File: src/rtl/control_unit.sv
// Multicycle MIPS-style main control FSM (Moore); outputs decode from the state register only.
// Latency: outputs follow the state register combinationally; instructions take 3 to 5 cycles FETCH to FETCH.
// Backpressure: none; the FSM advances every clock edge and never stalls.
module control_unit (
    input  logic       Clk,
    input  logic       reset,
    input  logic [5:0] Opcode,
    output logic       PCWriteCond,
    output logic       PCWrite,
    output logic       IorD,
    output logic       MemRead,
    output logic       MemWrite,
    output logic       MemtoReg,
    output logic       IRWrite,
    output logic [1:0] PCSource,
    output logic [1:0] ALUOp,
    output logic [1:0] ALUSrcB,
    output logic       ALUSrcA,
    output logic       RegWrite,
    output logic       RegDst,
    output logic [7:0] ControlState
);

    typedef enum logic [7:0] {
        ST_RESET     = 8'h00,
        ST_FETCH     = 8'h01,
        ST_DECODE    = 8'h02,
        ST_MEMADDR   = 8'h03,
        ST_MEMREAD   = 8'h04,
        ST_MEMWB     = 8'h05,
        ST_MEMWRITE  = 8'h06,
        ST_EXECUTE   = 8'h07,
        ST_RCOMPLETE = 8'h08,
        ST_BRANCH    = 8'h09,
        ST_JUMP      = 8'h0A,
        ST_ADDIEXEC  = 8'h0B,
        ST_ADDIWB    = 8'h0C,
        ST_ILLEGAL   = 8'hFF
    } state_t;

    localparam logic [5:0] OP_RTYPE = 6'h00;
    localparam logic [5:0] OP_LW    = 6'h23;
    localparam logic [5:0] OP_SW    = 6'h2B;
    localparam logic [5:0] OP_BEQ   = 6'h04;
    localparam logic [5:0] OP_J     = 6'h02;
    localparam logic [5:0] OP_ADDI  = 6'h08;

    state_t     state;
    state_t     state_nxt;
    logic [5:0] opcode_q;

    // State register; reset forces RESET immediately, independent of the clock.
    always_ff @(posedge Clk or posedge reset) begin
        if (reset) begin
            state <= ST_RESET;
        end else begin
            state <= state_nxt;
        end
    end

    // Opcode is captured once in DECODE so later instruction-register changes cannot redirect MEMADDR.
    always_ff @(posedge Clk or posedge reset) begin
        if (reset) begin
            opcode_q <= 6'h00;
        end else if (state == ST_DECODE) begin
            opcode_q <= Opcode;
        end
    end

    // Next-state selection; any encoding outside the enumerated set recovers to FETCH.
    always_comb begin
        state_nxt = ST_FETCH;
        case (state)
            ST_RESET:     state_nxt = ST_FETCH;
            ST_FETCH:     state_nxt = ST_DECODE;
            ST_DECODE: begin
                case (Opcode)
                    OP_RTYPE:      state_nxt = ST_EXECUTE;
                    OP_LW, OP_SW:  state_nxt = ST_MEMADDR;
                    OP_BEQ:        state_nxt = ST_BRANCH;
                    OP_J:          state_nxt = ST_JUMP;
                    OP_ADDI:       state_nxt = ST_ADDIEXEC;
                    default:       state_nxt = ST_ILLEGAL;
                endcase
            end
            // Only lw and sw reach MEMADDR, so anything other than lw is treated as sw.
            ST_MEMADDR:   state_nxt = (opcode_q == OP_LW) ? ST_MEMREAD : ST_MEMWRITE;
            ST_MEMREAD:   state_nxt = ST_MEMWB;
            ST_EXECUTE:   state_nxt = ST_RCOMPLETE;
            ST_ADDIEXEC:  state_nxt = ST_ADDIWB;
            default:      state_nxt = ST_FETCH;
        endcase
    end

    // Moore output decode; every control defaults low so RESET, ILLEGAL and stray encodings are quiet.
    always_comb begin
        PCWriteCond = 1'b0;
        PCWrite     = 1'b0;
        IorD        = 1'b0;
        MemRead     = 1'b0;
        MemWrite    = 1'b0;
        MemtoReg    = 1'b0;
        IRWrite     = 1'b0;
        PCSource    = 2'b00;
        ALUOp       = 2'b00;
        ALUSrcB     = 2'b00;
        ALUSrcA     = 1'b0;
        RegWrite    = 1'b0;
        RegDst      = 1'b0;
        case (state)
            ST_FETCH: begin
                MemRead = 1'b1;
                IRWrite = 1'b1;
                PCWrite = 1'b1;
                ALUSrcB = 2'b01;
            end
            ST_DECODE: begin
                ALUSrcB = 2'b11;
            end
            ST_MEMADDR, ST_ADDIEXEC: begin
                ALUSrcA = 1'b1;
                ALUSrcB = 2'b10;
            end
            ST_MEMREAD: begin
                MemRead = 1'b1;
                IorD    = 1'b1;
            end
            ST_MEMWB: begin
                RegWrite = 1'b1;
                MemtoReg = 1'b1;
            end
            ST_MEMWRITE: begin
                MemWrite = 1'b1;
                IorD     = 1'b1;
            end
            ST_EXECUTE: begin
                ALUSrcA = 1'b1;
                ALUOp   = 2'b10;
            end
            ST_RCOMPLETE: begin
                RegWrite = 1'b1;
                RegDst   = 1'b1;
            end
            ST_BRANCH: begin
                ALUSrcA     = 1'b1;
                PCWriteCond = 1'b1;
                ALUOp       = 2'b01;
                PCSource    = 2'b01;
            end
            ST_JUMP: begin
                PCWrite  = 1'b1;
                PCSource = 2'b10;
            end
            ST_ADDIWB: begin
                RegWrite = 1'b1;
            end
            default: begin
            end
        endcase
    end

    assign ControlState = state;

endmodule

File: config.mk
export PLATFORM = sky130hd
export DESIGN_NAME = control_unit
export DESIGN_NICKNAME = d
export VERILOG_FILES = /design/src/rtl/control_unit.sv
export SDC_FILE = /design/constraint.sdc
export NUM_CORES = 1
export LEC_CHECK = 0
export BUFFER_PORTS_ARGS = -buffer_cell sky130_fd_sc_hd__buf_2
export CORE_MARGIN = 3
export CORE_UTILIZATION = 35
export DETAILED_ROUTE_END_ITERATION = 8
export PLACE_DENSITY_LB_ADDON = 0.2
export SLEW_MARGIN = 0
export SYNTH_ARGS = -nofsm -noshare
export SYNTH_HDL_FRONTEND = slang
export SYNTH_SLANG_ARGS = --single-unit
File: constraint.sdc
create_clock -name Clk -period 2.4 [get_ports Clk]
set_input_delay 0.12 -clock Clk [delete_from_list [all_inputs] [get_ports Clk]]
set_output_delay 0.12 -clock Clk [all_outputs]
set_load 0.005 [all_outputs]
==> impl_metrics.py, run 1 <==
metrics = {
    "min_path": {
        "min_from": "Opcode[0]",
        "worstHoldPathType": "in -> reg",
    },
    "final_layout": {
        "fillers": 210,
        "antennaDiodeCount": 0,
        "layout-drive-gt1-share_pct": 31.54,
        "nNetsFinal": 139,
        "area_growth_pct": 20.12,
    },
    "timing": {
        "drv_slew": 0,
        "finClkSkew_ns": 0.003815,
        "tns_ns": 0,
        "period_needed_ns": 2.081,
        "fmax_mhz": 480.6,
        "rsz0062_at_grt": "false",
        "setup_viol": 0,
        "fin_crit_sh_pct": 86.70,
        "relSlewSlack_pct": 73.36,
        "hold_viol_final": 0,
        "worstMarginPinSlew_ns": 0.3997,
    },
    "clock_network": {
        "clock_latency_ns": 0.26,
        "cts_setup_buffers": 0,
        "cts_tree": "built",
        "clock_sinks": 11,
        "cts_buffers": 3,
        "cts_buffer_depth": 2,
        "clkTransAtPathRegs_ns": 0.06,
        "h-tree-depth": 1,
        "cts-root-buf": "clkbuf_4",
    },
    "floorplan": {
        "die_w_um": 54.24,
        "initial_utilization_pct": 39.12,
        "die_h_um": 54.24,
        "core-area_um2": 2082,
        "dieArea_um2": 2942,
        "ios": 32,
        "row_count": 16,
    },
    "setup_path": {
        "critPathLaunch": "ControlState[0]",
        "reg2reg_from": "ControlState[1]",
        "crit_type": "reg -> out",
        "crit_required_ns": 2.28,
        "startpoint_type": "flip-flop",
        "worstPathMaxFanout": 13,
        "arrival_ns": 1.96,
        "cp-end-kind": "output pin",
    },
    "logic_synthesis": {
        "synth_area_leader_cell": "dfrtp_1",
        "synth.distinct_cells": 34,
        "syn_area_per_cell_um2": 7.832,
        "ys_top_cells_by_area": "dfrtp_1, nand2_1, nor3_1",
        "synthesis.nets": 112,
        "synth_warnings": 0,
        "seq_area_frac_synth_pct": 33.79,
        "syn-cell-area_um2": 814.5,
        "ys_ff_latch": 11,
        "netlist_instances": 104,
        "netlist.area_leader.share_pct": 33.79,
    },
    "global_route": {
        "first_global_vias": 695,
        "antenna_found_initial": 0,
        "grt-ovfl-total": 0,
        "grt_pass1_wl_mm": 3.111,
        "grt_max_degree": 14,
        "grt_use_total_pct": 14.41,
    },
    "drt": {
        "drc": 0,
        "drtIter0Drc": 24,
        "avgViaCountPerCell": 5.191,
        "drt-total-wl_mm": 1.916,
        "first_pass_iters": 6,
        "num_vias": 815,
        "routedWlPerCell_um": 12.20,
        "drtAntennaViolNets": 0,
    },
    "power_and_ir_drop": {
        "power.leakage_nw": 0.4910,
        "ir_worst_vdd_v": 0.0003813,
        "power_density_nw_per_um2": 1146,
        "total_power_w": 0.001122,
    },
    "place": {
        "dpl.hpwl_mm": 1.469,
        "gp_congestion": 0.7854,
        "port_buffers": 31,
    },
    "run_status": {
        "status": "complete, no violations",
    },
    "run": {
        "drv_cap": 0,
    },
}
registers in the layout (all words and copies together) (netlist names):
signal        cells
opcode_q          6
ControlState      5
critical path: stages, from the launching register on:
cell     delay, ns
dfrtp_1       0.58
inv_1         0.16
or3_1         0.45
nor3_1        0.25
or2_2         0.16
buf_2         0.10
layer usage:
metal	GRT usage, %	part of all wire [%]	up-vias	routed length (µm)
met4	6.224	0	0	0
met3	1.635	8.3	0	159
li1	-	-	406	-
met1	20.47	49	366	942
met5	0	0	-	0
met2	21.91	42	43	814
cell type report:
cell class	instances	area, µm²	share of cell area [%]
well taps	27	33.78	3.453
flip-flops and latches	11	275.3	28.13
inverters	3	11.26	1.151
multi-input cells	78	451.7	46.16
repair buffers	34	180.2	18.41
clock buffers	4	26.28	2.685
where the power goes:
part	total, W	internal, W	switching, W
sequential	0.000390	0.000271	0.000119
clock	0.000118	0.0000641	0.0000539
combinational	0.000614	0.000299	0.000315
total	0.00112	0.000634	0.000488
final timing paths:
| path | to | slack [ns] | cells after the start |
|---|---|---|---|
| hold / removal | opcode_q[0] | 0.13 | 3 |
| setup reg to reg | ControlState[1] | 0.75 | 4 |
| hold reg to reg | opcode_q[2] | 0.47 | 2 |
| setup / recovery | PCWrite | 0.32 | 5 |
| max in group asynchronous | ControlState[2] | 1.75 | 3 |
| min in group asynchronous | ControlState[6] | 0.37 | 3 |
cells in the mapped netlist:
cell type	n
xnor2_1	1
nor4_2	1
o21a_1	1
dfrtp_1	11
nor3b_1	1
o21ai_0	5
xor2_1	2
nand4b_1	2
buf_2	1
buf_6	2
nor2_1	6
a21oi_1	3
or2_2	2
nor4_1	3
nand3_1	1
o22ai_1	1
and2_1	1
nand2_1	21
o211ai_1	2
nand2b_4	1
nor3_1	10
a211o_1	2
or3_1	2
nand2b_1	2
o21bai_1	1
a2111o_1	1
nor2b_1	2
o41ai_1	1
inv_1	3
clkbuf_1	5
nand3b_1	1
or4_4	1
buf_4	4
maj3_1	1
through the flow:
stage	cell area (µm²)	worst slack, ns	utilization, %	cells	hold slack (ns)
3_3_place_gp	942.2	0.7047	45.25	152	0.1228
6_report	978.4	0.3192	47.00	157	0.1268
3_5_place_dp	942.2	0.6340	45.25	152	0.1223
5_1_grt	978.4	0.1767	47.00	157	0.1291
4_1_cts	978.4	0.3360	47.00	157	0.1194
2_1_floorplan	814.5	0.7085	-	104	-0.02756
timing repair:
action | CTS | global route
endpoints found under the hold margin | 11 | 0
resized for setup | 0 | 0
hold buffers | 1 | 0
cell families after synthesis:
| family | after synthesis | synth area share, % |
|---|---|---|
| buffers and inverters | 15 | 10.75 |
| adder cells (fa/ha/maj) | 1 | 1.229 |
| AND/OR/NAND/NOR | 57 | 37.02 |
| AO/OA/AOI/OAI | 17 | 13.98 |
| XOR/XNOR | 3 | 3.226 |
| flip-flops | 11 | 33.79 |
layout by cell type (no fill, tap or decap), types with 2 or more instances in the layout:
cell	Yosys	routed
buf_4	4	2
clkbuf_4	0	3
nand2b_1	2	2
or2_2	2	2
nor4_1	3	3
xor2_1	2	2
nor2_1	6	6
a21oi_1	3	3
inv_1	3	3
nand2_1	21	21
nor2b_1	2	2
o21ai_0	5	5
o211ai_1	2	2
buf_2	1	31
or3_1	2	2
a211o_1	2	2
nor3_1	10	10
nand4b_1	2	2
dfrtp_1	11	11
Power figures use the tool's default switching activity.
==> run 2, diff against run 1 <==
Settings changed: ABC_AREA from default to 1.
==> impl_metrics.py, run 2 <==
metrics = {
    "logic_synthesis": {
        "synth_area_leader_cell": "dfrtp_1",
        "synth_warnings": 0,
        "synthesis.nets": 122,
        "netlist.area_leader.share_pct": 35.14,
        "synth_top_family_by_area": "simple AND/OR/NAND/NOR gates",
        "netlist_instances": 114,
        "synth.distinct_cells": 17,
        "syn_area_per_cell_um2": 6.871,
        "yosys-top-cells-count": "nor2_1, inv_1, nand2_1",
        "seq_area_frac_synth_pct": 35.14,
        "synth_xor_xnor_area_share_pct": 0,
        "syn-cell-area_um2": 783.3,
        "synth_fa_ha_area_share_pct": 0,
        "synth-compound-area-share_pct": 11.18,
        "ys.flop_type": "dfrtp_1",
        "synth_edf_count": 0,
        "synth_most_common_cell": "nor2_1",
        "synthMuxAreaShare_pct": 0,
        "async_flop_share_pct": 100.0,
        "ys_top_cells_by_area": "dfrtp_1, nor2_1, inv_1",
        "ys_ff_latch": 11,
        "synthSimpleGateAreaFrac_pct": 38.34,
    },
    "clock_network": {
        "cts-root-buf": "clkbuf_4",
        "cts_hold_buffers": 1,
        "clock_sinks": 11,
        "cts_tree": "built",
        "cts_setup_buffers": 0,
        "cts_buffers": 3,
        "clkTransAtPathRegs_ns": 0.07,
        "h-tree-depth": 1,
        "cts_buffer_depth": 2,
        "clock_latency_ns": 0.26,
        "cts.repair.resized": 0,
    },
    "final_layout": {
        "fillers": 237,
        "nNetsFinal": 154,
        "antennaDiodeCount": 0,
        "postLayoutCoreUtil_pct": 47.55,
        "area_growth_pct": 23.96,
        "layout-drive-gt1-share_pct": 32.41,
        "mostFrequentLayoutCell": "buf_2",
        "largest_reg_flops": 6,
        "largest-register": "opcode_q",
        "final_cell_mix": "buf_2, nor2_1, inv_1, nand2_1, nand3_1",
    },
    "setup_path": {
        "rrSetupSlack_ns": 0.99,
        "arrival_ns": 1.58,
        "critical-path-slowest-cell": "dfrtp_1",
        "worst-path-buf-inv": 3,
        "crit_type": "reg -> out",
        "crit_required_ns": 2.28,
        "cp_num_cells": 6,
        "r2r_end": "ControlState[0]",
        "reg2reg_depth": 6,
        "reg2reg_from": "ControlState[2]",
        "cp-end-kind": "output pin",
        "crit_chain": "nor2_4, nand3_2, inv_2, nor2_2, inv_1, buf_2",
        "critPathMaxStageDelay_ns": 0.44,
        "worstPathMaxFanout": 12,
        "startpoint_type": "flip-flop",
        "cp_top_family": "simple AND/OR/NAND/NOR gates",
    },
    "global_route": {
        "grt_pass1_wl_mm": 2.835,
        "grt_use_total_pct": 13.60,
        "grt-ovfl-total": 0,
        "antenna_found_initial": 0,
        "grt_max_degree": 13,
        "first_global_vias": 693,
    },
    "timing": {
        "fmax_mhz": 587.2,
        "relSlewSlack_pct": 73.38,
        "worstMarginPinSlew_ns": 0.3989,
        "hold_viol_final": 0,
        "setup_viol": 0,
        "rsz0062_at_grt": "false",
        "tns_ns": 0,
        "drv_slew": 0,
        "fin_crit_sh_pct": 70.95,
        "period_needed_ns": 1.703,
        "finClkSkew_ns": 0.005116,
    },
    "min_path": {
        "min_from": "Opcode[0]",
        "whs_endpoint": "opcode_q[0]",
        "holdPathStages": 3,
        "worstHoldPathType": "in -> reg",
    },
    "drt": {
        "first_pass_iters": 4,
        "drt-total-wl_mm": 1.761,
        "drc": 0,
        "routedWlPerCell_um": 10.24,
        "num_vias": 785,
        "drtIter0Drc": 29,
        "avgViaCountPerCell": 4.564,
        "drtAntennaViolNets": 0,
    },
    "floorplan": {
        "row_count": 16,
        "initial_utilization_pct": 38.36,
        "ios": 32,
        "die_h_um": 53.31,
        "dieArea_um2": 2841,
        "die_w_um": 53.31,
        "core-area_um2": 2042,
    },
    "run": {
        "drv_cap": 0,
    },
    "power_and_ir_drop": {
        "ir_worst_vdd_v": 0.0004446,
        "power_density_nw_per_um2": 1150,
        "power.leakage_nw": 0.5908,
    },
    "place": {
        "gp_congestion": 0.8332,
        "dpl.hpwl_mm": 1.483,
        "port_buffers": 31,
    },
    "run_status": {
        "status": "complete, no violations",
    },
}
## run 2: cell count changes in the layout (fill, tap and decap cells not counted), moves of 3 or more
| cell | previous run | this run |
|---|---|---|
| inv_1 | 3 | 21 |
| nand3_1 | 1 | 12 |
| nor2_1 | 6 | 22 |
| nor3_1 | 10 | 1 |
| nor4_1 | 3 | 0 |
| o21ai_2 | 0 | 5 |
## run 2: metal layers
| metal | vias up | routed length (µm) | global-route usage, % |
|---|---|---|---|
| li1 | 408 | - | - |
| met1 | 352 | 835 | 18.84 |
| met2 | 23 | 803 | 20.61 |
| met3 | 2 | 102 | 1.690 |
| met4 | 0 | 19 | 6.383 |
| met5 | - | 0 | 0 |
## run 2: layout make-up
class / count / area, µm² / share of cell area, %
Inverter: 22 / 82.58 / 8.505
Sequential cell: 11 / 275.3 / 28.35
Tap cell: 27 / 33.78 / 3.479
Timing Repair Buffer: 32 / 165.2 / 17.01
Clock buffer: 4 / 26.28 / 2.706
Multi-Input combinational cell: 76 / 387.9 / 39.95
## run 2: worst reg2reg max path: stages, from the launching register on
cell,delay [ns]
dfrtp_1,0.44
nor2_4,0.20
nand3_2,0.26
inv_2,0.21
nor2_2,0.05
nand3_1,0.08
nand2_1,0.05
## run 2: kinds of logic (layout without fill, tap and decap cells)
logic type,Yosys count,count (layout)
buffers and inverters,27,58
AND/OR/NAND/NOR,63,63
flip-flops,11,11
AO/OA/AOI/OAI,13,13
## run 2: power by group
part	total, W	internal [W]	switching (W)	leakage, nW
combinational	0.000656	0.000273	0.000383	0.439
clock	0.000123	0.0000641	0.0000584	0.0150
sequential	0.000338	0.000272	0.0000656	0.137
total	0.00112	0.000609	0.000507	0.591
## run 2: how the worst max path moves through the flow
stage	slack, ns	start	endpoint
5_1_grt	0.55	ControlState[1]	ALUSrcB[0]
6_report	0.70	ControlState[2]	ALUSrcB[0]
2_1_floorplan	1.21	ControlState[2]	PCSource[0]
4_1_cts	0.70	ControlState[2]	ALUSrcB[0]
3_3_place_gp	1.02	ControlState[2]	ALUSrcB[0]
3_5_place_dp	0.99	ControlState[2]	ALUSrcB[0]
## run 2: metrics by stage
step | setup WS (ns) | hold slack (ns) | power [W] | cell area [µm²] | cells
floorplan | 1.207 | -0.02756 | 0.0007929 | 783.3 | 114
detailed placement | 0.9857 | 0.1238 | 0.0009987 | 934.6 | 167
finish | 0.6971 | 0.1250 | 0.001117 | 970.9 | 172
global placement | 1.024 | 0.1227 | 0.0009924 | 934.6 | 167
global route | 0.5496 | 0.1431 | 0.001231 | 970.9 | 172
CTS | 0.6977 | 0.1225 | 0.001125 | 970.9 | 172
==> run 3, diff against run 2 <==
Clock period 2.4 ns to 1.69 ns, I/O delays scaled along.
==> impl_metrics.py, run 3 (synthesis gave the netlist of run 2 again) <==
metrics = {
    "place": {
        "dpl.hpwl_mm": 1.519,
        "gp_congestion": 0.8326,
        "port_buffers": 31,
        "placedInstanceArea_um2": 934.6,
    },
    "final_layout": {
        "final_cell_mix": "buf_2, inv_1, nand2_1, nor2_1, nand3_1",
        "nNetsFinal": 155,
        "antennaDiodeCount": 0,
        "largest_reg_flops": 6,
        "largest-register": "opcode_q",
        "area_growth_pct": 26.36,
        "layout-drive-gt1-share_pct": 34.25,
        "mostFrequentLayoutCell": "buf_2",
        "fin_area_um2": 989.7,
        "fillers": 222,
    },
    "clock_network": {
        "h-tree-depth": 1,
        "clkTransAtPathRegs_ns": 0.07,
        "cts_buffer_depth": 2,
        "cts_tree": "built",
        "clock_sinks": 11,
        "cts_buffers": 3,
        "clock_latency_ns": 0.27,
        "cts-root-buf": "clkbuf_4",
    },
    "power_and_ir_drop": {
        "power.leakage_nw": 0.5945,
        "switching_share_pct": 45.53,
        "power_density_nw_per_um2": 1646,
        "intPower_w": 0.0008874,
        "seqPwrFrac_pct": 29.6,
        "total_power_w": 0.001629,
        "ir_worst_vdd_v": 0.0006959,
        "p_switching_w": 0.0007418,
        "power_frac_comb_pct": 59.6,
        "p_clk_share_pct": 10.7,
    },
    "floorplan": {
        "core-area_um2": 2042,
        "dieArea_um2": 2841,
        "die_h_um": 53.31,
        "initial_utilization_pct": 38.36,
        "row_count": 16,
        "ios": 32,
        "die_w_um": 53.31,
    },
    "run_status": {
        "status": "complete, no violations",
    },
    "min_path": {
        "whs_endpoint": "opcode_q[0]",
        "min_from": "Opcode[0]",
        "worstHoldPathType": "in -> reg",
        "holdPathStages": 3,
    },
    "timing": {
        "rsz0062_at_grt": "false",
        "setup_viol": 0,
        "hold_viol_final": 0,
        "relSlewSlack_pct": 73.36,
        "finClkSkew_ns": 0.008396,
        "tns_ns": 0,
        "period_needed_ns": 1.570,
        "fin_hold_ws_ns": 0.07838,
        "worstMarginPinSlew_ns": 0.3992,
        "drv_slew": 0,
        "fin_crit_sh_pct": 92.92,
        "fmax_mhz": 636.8,
    },
    "drt": {
        "drt-total-wl_mm": 1.836,
        "first_pass_iters": 4,
        "drc": 0,
        "drtIter0Drc": 15,
        "avgViaCountPerCell": 4.699,
        "routedWlPerCell_um": 10.61,
        "num_vias": 813,
        "drtAntennaViolNets": 0,
    },
    "setup_path": {
        "crit_required_ns": 1.61,
        "cp-end-kind": "output pin",
        "rrSetupSlack_ns": 0.41,
        "crit_type": "reg -> out",
        "startpoint_type": "flip-flop",
        "r2r_end": "ControlState[0]",
        "reg2reg_from": "ControlState[6]",
        "worstPathMaxFanout": 7,
        "reg2reg_depth": 6,
        "arrival_ns": 1.49,
    },
    "global_route": {
        "grt_pass1_wl_mm": 2.953,
        "grt_max_degree": 13,
        "antenna_found_initial": 0,
        "grt_use_total_pct": 14.44,
        "grt-ovfl-total": 0,
        "first_global_vias": 706,
    },
    "run": {
        "drv_cap": 0,
    },
}
[run 3: cell types whose count changed in the layout (fill, tap and decap cells not counted), sizes merged]
cell / previous run / this run
buf: 31 / 32
[run 3: what timing repair did]
action / in CTS / in global routing
gates resized for setup: 1 / 2
setup buffers: 0 / 1
hold endpoints to repair: 11 / 0
hold buffers: 1 / 0
cloned: 0 / 0
pin swaps: 0 / 1
endpoints found under the setup margin: 1 / 7
[run 3: metal layers]
layer / track usage, % / vias to the layer above / wire length [µm]
met5: 0 / - / 0
met4: 8.936 / 0 / 19
met3: 0.8451 / 2 / 101
met2: 23.67 / 22 / 935
met1: 18.21 / 372 / 779
li1: - / 417 / -
[run 3: how the worst max path moves through the flow]
stage	start	end	slack, ns
6_report	ControlState[6]	ALUSrcA	0.12
5_1_grt	ControlState[6]	ALUSrcA	0.005
4_1_cts	ControlState[0]	ALUSrcB[0]	0.06
3_5_place_dp	ControlState[2]	ControlState[0]	0.29
3_3_place_gp	ControlState[2]	ControlState[0]	0.34
2_1_floorplan	ControlState[2]	PCSource[0]	0.53
[run 3: power groups by stage]
| stage | Clock [W] | Combinational (W) | Sequential, W |
|---|---|---|---|
| after CTS | 0.000181 | 0.000961 | 0.000480 |
| after global routing | 0.000190 | 0.00111 | 0.000503 |
| after floorplan | 0 | 0.000647 | 0.000479 |
| final | 0.000175 | 0.000972 | 0.000483 |
| after global placement | 0 | 0.000928 | 0.000480 |
| after detailed placement | 0 | 0.000941 | 0.000484 |
[run 3: cell type report]
class / count / area (µm²) / area share, %
multi-input cells: 76 / 397.9 / 40.20
flip-flops and latches: 11 / 276.5 / 27.94
repair buffers: 33 / 172.7 / 17.45
inverters: 22 / 82.58 / 8.344
well taps: 27 / 33.78 / 3.413
clock buffers: 4 / 26.28 / 2.655
[run 3: worst max-delay path: stages (launching register included)]
cell,delay [ns]
dfrtp_2,0.46
nor2_4,0.20
inv_1,0.06
nor2_1,0.16
nand2_1,0.13
nand3_1,0.10
buf_2,0.11
[run 3: through the flow]
step                      utilization, %  std cells  setup WS (ns)
after global routing               48.47        173       0.005031
after floorplan                        -        114         0.5328
after global placement             45.77        167         0.3413
after CTS                          47.92        172        0.05915
final                              48.47        173         0.1197
after detailed placement           45.77        167         0.2860
